--- config.mk ---
export PLATFORM = sky130hd
export DESIGN_NAME = fetch_stage
export DESIGN_NICKNAME = d
export VERILOG_FILES = /design/src/rtl/pipe_pkg.sv /design/src/rtl/if_id_reg.sv /design/src/rtl/fetch_stage.sv
export SDC_FILE = /design/constraint.sdc
export NUM_CORES = 1
export LEC_CHECK = 0
export CAP_MARGIN = 15
export CORE_ASPECT_RATIO = 1.5
export CORE_MARGIN = 1
export CORE_UTILIZATION = 37
export DETAILED_ROUTE_END_ITERATION = 7
export GPL_ROUTABILITY_DRIVEN = 1
export GPL_TIMING_DRIVEN = 0
export PLACE_DENSITY = 0.78
export SYNTH_ARGS = -nofsm -noshare
export SYNTH_HDL_FRONTEND = slang
export SYNTH_SLANG_ARGS = --single-unit
--- constraint.sdc ---
create_clock -name clk -period 2.71 [get_ports clk]
set_input_delay 0.542 -clock clk [delete_from_list [all_inputs] [get_ports clk]]
set_output_delay 0.542 -clock clk [all_outputs]
set_load 0.05 [all_outputs]
--- src/rtl/pipe_pkg.sv ---
// Shared pipeline definitions: datapath width, canonical NOP and the IF/ID entry layout.
package pipe_pkg;

  localparam int unsigned XLEN = 32;

  // addi x0, x0, 0
  localparam logic [XLEN-1:0] NOP_INSTR = 32'h0000_0013;

  typedef struct packed {
    logic [XLEN-1:0] pc;
    logic [XLEN-1:0] instr;
    logic            valid;
  } if_id_t;

  // Empty IF/ID slot, used both for reset and for flushes.
  function automatic if_id_t if_id_bubble();
    if_id_t b;
    b.pc    = '0;
    b.instr = NOP_INSTR;
    b.valid = 1'b0;
    return b;
  endfunction

endpackage

--- src/rtl/if_id_reg.sv ---
// IF/ID pipeline register. Priority per edge: rst > flush > hold > load.
module if_id_reg
  import pipe_pkg::*;
(
  input  logic   clk,
  input  logic   rst,
  input  logic   load,
  input  logic   flush,
  input  logic   hold,
  input  if_id_t d,
  output if_id_t q
);

  if_id_t entry_q, entry_d;

  // Select the next IF/ID contents from the control inputs.
  always_comb begin
    entry_d = entry_q;
    if (flush) begin
      entry_d = if_id_bubble();
    end else if (hold) begin
      entry_d = entry_q;
    end else if (load) begin
      entry_d = d;
    end
  end

  // Register with synchronous reset to an invalid NOP slot.
  always_ff @(posedge clk) begin
    if (rst) begin
      entry_q <= if_id_bubble();
    end else begin
      entry_q <= entry_d;
    end
  end

  assign q = entry_q;

endmodule

--- src/rtl/fetch_stage.sv ---
// Instruction fetch stage: PC register, next-PC mux and the IF/ID register.
// Optional feature: define FETCH_MISALIGN_CHECK_EN to add the instr_misalign pulse output.
module fetch_stage
  import pipe_pkg::*;
#(
  parameter logic [31:0] RESET_PC = 32'h0000_0000
) (
  input  logic        clk,
  input  logic        rst,
  input  logic        stall_if,
  input  logic        br_taken,
  input  logic [31:0] br_target,
  output logic [31:0] imem_addr,
  input  logic [31:0] imem_rdata,
  output logic [31:0] if_id_pc,
  output logic [31:0] if_id_instr,
`ifdef FETCH_MISALIGN_CHECK_EN
  output logic        instr_misalign,
`endif
  output logic        if_id_valid
);

  logic [XLEN-1:0] pc_q, pc_d;
  if_id_t          fetch_entry;
  if_id_t          if_id_q;

  // Next-PC mux: redirect beats stall beats sequential advance (wraps modulo 2^32).
  always_comb begin
    pc_d = pc_q;
    if (br_taken) begin
      pc_d = {br_target[31:2], 2'b00};
    end else if (!stall_if) begin
      pc_d = pc_q + 32'd4;
    end
  end

  // PC register.
  always_ff @(posedge clk) begin
    if (rst) begin
      pc_q <= RESET_PC;
    end else begin
      pc_q <= pc_d;
    end
  end

  assign imem_addr = pc_q;

  assign fetch_entry.pc    = pc_q;
  assign fetch_entry.instr = imem_rdata;
  assign fetch_entry.valid = 1'b1;

  if_id_reg u_if_id_reg (
    .clk   (clk),
    .rst   (rst),
    .load  (!stall_if && !br_taken),
    .flush (br_taken),
    .hold  (stall_if && !br_taken),
    .d     (fetch_entry),
    .q     (if_id_q)
  );

  assign if_id_pc    = if_id_q.pc;
  assign if_id_instr = if_id_q.instr;
  assign if_id_valid = if_id_q.valid;

`ifdef FETCH_MISALIGN_CHECK_EN
  logic misalign_q;

  // One-cycle flag for a redirect whose target was not word aligned.
  always_ff @(posedge clk) begin
    if (rst) begin
      misalign_q <= 1'b0;
    end else begin
      misalign_q <= br_taken && (br_target[1:0] != 2'b00);
    end
  end

  assign instr_misalign = misalign_q;
`else
  // Low target bits are simply dropped when the check is not built.
  logic unused_tgt_lsb;
  assign unused_tgt_lsb = ^br_target[1:0];
`endif

endmodule

==> results.cfg, run 1 <==
[yosys]
synth.cell_area_sq_um = 4184
yosys_register_bits = 93
synth-seq-area-share_pct = 44.50
yosys_warnings = 0
postSynthCellCount = 484
synthArstFlopShare_pct = 0
ys.flop_type = dfxtp_1
synth_cell_types = 51
synth_top_area_share_pct = 44.50
synth-edff-count = 0
synth.area.top_cells = dfxtp_1 (44%), mux2i_1 (11%), nor2_1 (5.9%)
yosys.area.top_type = dfxtp_1
syn_avg_cell_area_sq_um = 8.645

[sta]
holdWs_ns = 0.4519
drv_slew = 0
setup_viol = 0
final-hold-violation-count = 0
rsz0062_at_grt = false
tightest_slew_ns = 1.283
period_share_pct = 97.80
max_freq_ghz = 0.3773
min_period_ns = 2.650
finalWorstSetupSlack_ns = 0.05970
slew_headroom_pct = 13.67
skew_ns = 0.01017

[route]
drt_wl_total_microns = 13620
drt-vias-per-instance = 5.413
drt_drc_violations_left = 0
wl_per_cell_microns = 16.88
drtPass1Iterations = 5
drtIter0Drc = 276
ant_nets = 0
vias = 4368

[setup_path]
crit_arrival_ns = 2.86
crit_path_top_delay_cell = nor4_1
worstSetupPathType = flip-flop to flip-flop
slowest_delay_ns = 1.04
worstPathMaxFanout = 7
crit_required_ns = 2.92
crit_chain = ha_1, nand2b_1, nor4_1, a211oi_1, a2111oi_0
cp-start-kind = flip-flop
end_kind = flip-flop

[clock_network]
cts_setup_buffers = 0
path_clk_slew_ns = 0.06
clockBufferDepth = 2
cts_resized = 0
ctsHoldBuffers = 0
tritoncts = done
cts_buffers = 9
clockRootBuffer = clkbuf_16
worstSkewPairLatency_ns = 0.34
h-tree-depth = 3
cts.sinks = 93

[pwr]
p_clk_share_pct = 40.1
pwr-share-comb_pct = 18.2
switching_share_pct = 27.63
seqPwrFrac_pct = 41.8
ir_worst_vdd_uv = 411.0
power_leakage_nw = 2.311
power.internal_mw = 2.590
power.density_nw_per_um2 = 569.0
p_sw_uw = 989.1

[placed_design]
preCtsSetupSlack_ns = -0.1358
dp_hpwl_microns = 10220
port_buffers = 157
gp_congestion = 0.8929

[floorplanning]
chipHeight_microns = 132.2
die_area_sq_um = 11750
core_region_area_sq_um = 11000
start_util_pct = 38.05
io_pins = 165
placementRows = 47
fp.dieW_microns = 88.83

[layout]
final_cell_mix = clkdlybuf4s50_1 (157), dfxtp_1 (93), nor2_1 (66), nand2_1 (51), mux2i_1 (46)
fin_nets = 724
n_fill_cell = 1003
areaGrowthSynthToFinish_pct = 50.36
antenna_cells = 0
drive_above_1_share_pct = 5.758
final_common_cell = clkdlybuf4s50_1

[run]
max_cap_violations = 0

[global_route]
grt_pass1_vias = 4406
grt_use_total_pct = 23.82
grt_pass1_wl_microns = 21310
antenna_found_initial = 0
grt_max_degree = 16
overflow = 0

[outcome]
status = complete, no violations

[worst_hold_path]
hp-class = flip-flop to flip-flop
-- routing by layer --
layer	part of all wire, %	GRT usage, %	routed length [microns]
met1	36	24.25	4863
met4	5.3	15.86	725
met5	0	0	0
met2	52	41.24	7035
met3	7.3	6.450	999
-- through the flow --
stage / power (mW) / setup TNS, ns / cell area (sq um) / utilization, % / cells
floorplan: 1.898 / 0 / 4195 / - / 487
global placement: 2.159 / -0.4004 / 5951 / 54.11 / 791
CTS: 3.601 / 0 / 6291 / 57.21 / 807
finish: 3.579 / 0 / 6291 / 57.21 / 807
detailed placement: 2.172 / -0.4287 / 5951 / 54.11 / 791
global route: 3.694 / 0 / 6291 / 57.21 / 807
-- state kept, by name, summed over array words and instances, names as in the netlist --
| register | cells |
|---|---|
| u_if_id_reg.q | 63 |
| imem_addr | 30 |
-- area by class of cell --
type | count | area [sq um] | area share [%]
Multi-Input combinational cell | 344 | 2079 | 33.05
Sequential cell | 93 | 1862 | 29.59
Timing Repair Buffer | 157 | 1572 | 24.98
Clock buffer | 10 | 229.0 | 3.640
Buffer | 39 | 212.7 | 3.381
Tap cell | 147 | 183.9 | 2.924
Clock inverter | 6 | 111.4 | 1.770
Inverter | 11 | 41.29 | 0.6563
-- power by group through the flow --
stage          Combinational (mW)  Clock, mW  Sequential, mW
5_1_grt                     0.686       1.51            1.50
3_5_place_dp                0.648          0            1.52
4_1_cts                     0.652       1.46            1.49
6_report                    0.651       1.43            1.50
2_1_floorplan               0.202          0            1.70
3_3_place_gp                0.639          0            1.52
-- worst max-delay path, delay by kind of cell, from the launching register on --
family | cells | cell delay (ns)
AND/OR/NAND/NOR | 2 | 1.16
AO/OA/AOI/OAI | 2 | 0.58
flip-flops | 1 | 0.46
adder cells (fa/ha/maj) | 1 | 0.33
-- synth_stat cells, types with 2 or more instances --
master     instances
dfxtp_1           93
nor2_1            66
nand2_1           51
mux2i_1           46
a21oi_1           28
clkbuf_1          22
nand3_1           18
nand4_1           13
nor3_1            13
inv_1             11
o21ai_0           10
a211oi_1           9
or3_1              7
xnor2_1            7
a311oi_1           6
and4_1             6
buf_2              6
buf_4              5
nand3b_1           5
nor3b_1            5
nor4_1             5
or4_1              5
and3_1             4
buf_6              4
o31ai_1            3
or2_2              3
a2111oi_0          2
a22oi_1            2
a31oi_1            2
and2_1             2
nor2b_1            2
o221ai_1           2
o31a_1             2
xor2_1             2
-- cells by family after synthesis --
logic type | count (synthesis) | synth area share [%]
multiplexers | 46 | 11.00
XOR/XNOR | 9 | 1.884
AND/OR/NAND/NOR | 211 | 24.88
AO/OA/AOI/OAI | 73 | 11.27
adder cells (fa/ha/maj) | 1 | 0.2990
flip-flops | 93 | 44.50
other | 1 | 0.08963
buffers and inverters | 50 | 6.070
-- final timing paths --
check	startpoint	slack [ns]	cells past startpoint	endpoint
setup / recovery	imem_addr[2]	0.06	5	imem_addr[22]
hold / removal	u_if_id_reg.q[0]	0.45	2	u_if_id_reg.q[0]
setup reg to reg	imem_addr[2]	0.06	5	imem_addr[22]
hold reg to reg	u_if_id_reg.q[0]	0.45	2	u_if_id_reg.q[0]
No activity file was read; power rests on OpenSTA's default activity.
==> run 2, diff against run 1 <==
--- a/config.mk
+++ b/config.mk
@@ -8,11 +8,11 @@
 export CAP_MARGIN = 15
 export CORE_ASPECT_RATIO = 1.5
 export CORE_MARGIN = 1
-export CORE_UTILIZATION = 37
+export CORE_UTILIZATION = 40
 export DETAILED_ROUTE_END_ITERATION = 7
 export GPL_ROUTABILITY_DRIVEN = 1
 export GPL_TIMING_DRIVEN = 0
-export PLACE_DENSITY = 0.78
+export PLACE_DENSITY = 0.83
 export SYNTH_ARGS = -nofsm -noshare
 export SYNTH_HDL_FRONTEND = slang
 export SYNTH_SLANG_ARGS = --single-unit
==> run 2 against run 1 <==
  * Sequential power about the same
  * Combinational power about the same
  * Wire length down 3.2%
  * Critical path depth up 1
  * Fmax up 7.2%
  * Flip-flop and latch count unchanged
  * Via count about the same
  * Count of clock-buffer cells in the layout down 1
  * Design area down 0.16%
  * Register-to-register slack better by 0.28 ns
  * Global-route usage up 0.59 points
  * Sequential share of layout area about the same
  * Critical path type is now input port to flip-flop
  * Largest cell class unchanged
  * Largest power group is now clock
  * Highest routed layer unchanged
==> results.cfg, run 2 (synthesis gave the netlist of run 1 again) <==
[outcome]
status = complete, no violations

[layout]
largest_register_ffs = 63
design_area_sq_um = 6281
final_cells = 778
n_fill_cell = 873
final_cell_mix = clkdlybuf4s50_1 (157), dfxtp_1 (93), nor2_1 (66), nand2_1 (51), mux2i_1 (46)
areaGrowthSynthToFinish_pct = 50.12
final_common_cell = clkdlybuf4s50_1
antenna_cells = 0
seqCellArea_sq_um = 1862
multi_input_area_sq_um = 2079
drive_above_1_share_pct = 6.051
fin_nets = 725

[placed_design]
gp_congestion = 0.9021
place_area_sq_um = 5913
dp_hpwl_microns = 9992
place_inst = 761
port_buffers = 157

[setup_path]
crit_arrival_ns = 2.71
worstSetupPathType = input port to flip-flop
worstReg2RegEnd = imem_addr[14]
worstPathMaxFanout = 10
r2r-start = imem_addr[2]
cp-start-kind = input port
r2r_cells = 5
crit_required_ns = 2.95
end_kind = flip-flop
r2r_slack_ns = 0.34

[pwr]
power.density_nw_per_um2 = 583.2
power_leakage_nw = 2.328
ir_worst_vdd_uv = 333.1
p_total_mw = 3.663

[sta]
slew_headroom_pct = 49.38
period_share_pct = 91.21
min_period_ns = 2.472
setup_viol = 0
drv_slew = 0
skew_ns = 0.007537
rsz0062_at_grt = false
max_freq_ghz = 0.4046
holdWs_ns = 0.4514
final-hold-violation-count = 0
tightest_slew_ns = 0.7593

[clock_network]
clockRootBuffer = clkbuf_16
h-tree-depth = 3
cts_resized = 0
cts.sinks = 93
clockBufferDepth = 2
worstSkewPairLatency_ns = 0.34
cts_buffers = 9
ctsHoldBuffers = 0
tritoncts = done
path_clk_slew_ns = 0.06
cts_setup_buffers = 0

[route]
drtPass1Iterations = 8
drt_wl_total_microns = 13190
topRoutingLayerUsed = met4
wl_per_cell_microns = 16.95
drt_drc_violations_left = 0
drtIter0Drc = 284
met1_length_microns = 4760
drt-vias-per-instance = 5.620
wl_met2_microns = 6773
wl_met3_microns = 1016
ant_nets = 0
vias = 4372

[worst_hold_path]
hold_depth = 2
hp-class = flip-flop to flip-flop
min_delay_worst_endpoint = u_if_id_reg.q[0]
holdCritStartpoint = u_if_id_reg.q[0]

[global_route]
grt_use_total_pct = 24.41
grt_pass1_vias = 4405
overflow = 0
grt_max_degree = 16
antenna_found_initial = 0
grt_pass1_wl_microns = 20970

[floorplanning]
fp.dieW_microns = 85.51
placementRows = 45
core_region_area_sq_um = 10130
start_util_pct = 41.28
chipHeight_microns = 127.3
die_area_sq_um = 10880
io_pins = 165

[run]
max_cap_violations = 0
[run 2: cell types whose count changed in the layout (fill, tap and decap cells not counted), sizes merged]
| cell | change |
|---|---|
| bufinv | +1 |
[run 2: where the power goes]
| group | internal (mW) | switching [mW] | leakage (nW) |
|---|---|---|---|
| clock network | 0.991 | 0.528 | 0.175 |
| logic | 0.266 | 0.383 | 1.39 |
| registers | 1.42 | 0.0725 | 0.761 |
[run 2: cell type report]
type / count / share of cell area, %
Multi-Input combinational cell: 344 / 33.11
Sequential cell: 93 / 29.64
Timing Repair Buffer: 158 / 25.10
Clock buffer: 9 / 3.586
Buffer: 39 / 3.386
Tap cell: 117 / 2.331
Clock inverter: 7 / 2.191
Inverter: 11 / 0.6574
[run 2: how the worst max path moves through the flow]
stage,startpoint,to
after floorplan,imem_addr[8],imem_addr[17]
after global placement,stall_if,imem_addr[22]
after detailed placement,stall_if,imem_addr[22]
after CTS,imem_addr[2],imem_addr[22]
after global routing,stall_if,imem_addr[14]
final,stall_if,imem_addr[14]
[run 2: critical path, stage by stage]
cell             delay, ns
clkdlybuf4s50_1       0.44
clkbuf_1              0.24
nor2b_1               0.34
nand4_1               0.40
or3_1                 0.47
a311oi_1              0.27
[run 2: layer usage]
metal | up-vias | global-route usage, %
met4 | 0 | 13.53
met3 | 59 | 6.202
li1 | 2048 | -
met5 | - | 0
met2 | 236 | 44.61
met1 | 2029 | 25.01
[run 2: stage by stage]
stage	utilization (%)	worst slack [ns]	setup TNS, ns
2_1_floorplan	-	0.4549	0
3_3_place_gp	58.35	-0.09477	-0.1976
3_5_place_dp	58.35	-0.1410	-0.2651
4_1_cts	61.93	0.1216	0
5_1_grt	61.98	0.09690	0
6_report	61.98	0.2382	0
==> run 3, diff against run 2 <==
--- a/config.mk
+++ b/config.mk
@@ -13,6 +13,7 @@
 export GPL_ROUTABILITY_DRIVEN = 1
 export GPL_TIMING_DRIVEN = 0
 export PLACE_DENSITY = 0.83
+export SKIP_LAST_GASP = 1
 export SYNTH_ARGS = -nofsm -noshare
 export SYNTH_HDL_FRONTEND = slang
 export SYNTH_SLANG_ARGS = --single-unit
==> constraint.sdc (replaced) <==
create_clock -name clk -period 2.96 [get_ports clk]
set_input_delay 0.592 -clock clk [delete_from_list [all_inputs] [get_ports clk]]
set_output_delay 0.592 -clock clk [all_outputs]
set_load 0.05 [all_outputs]
==> results of run 3 <==
The final DEF is identical to that of run 2. Status: complete, no violations.
Among the figures that moved: setup slack after placement -0.1410 ns -> 0.05897 ns; setup slack after layout 0.2382 ns -> 0.4382 ns; register-to-register setup slack 0.34 ns -> 0.59 ns; total power 3.663 mW -> 3.354 mW; worst IR drop on VDD 333.1 uV -> 305.0 uV
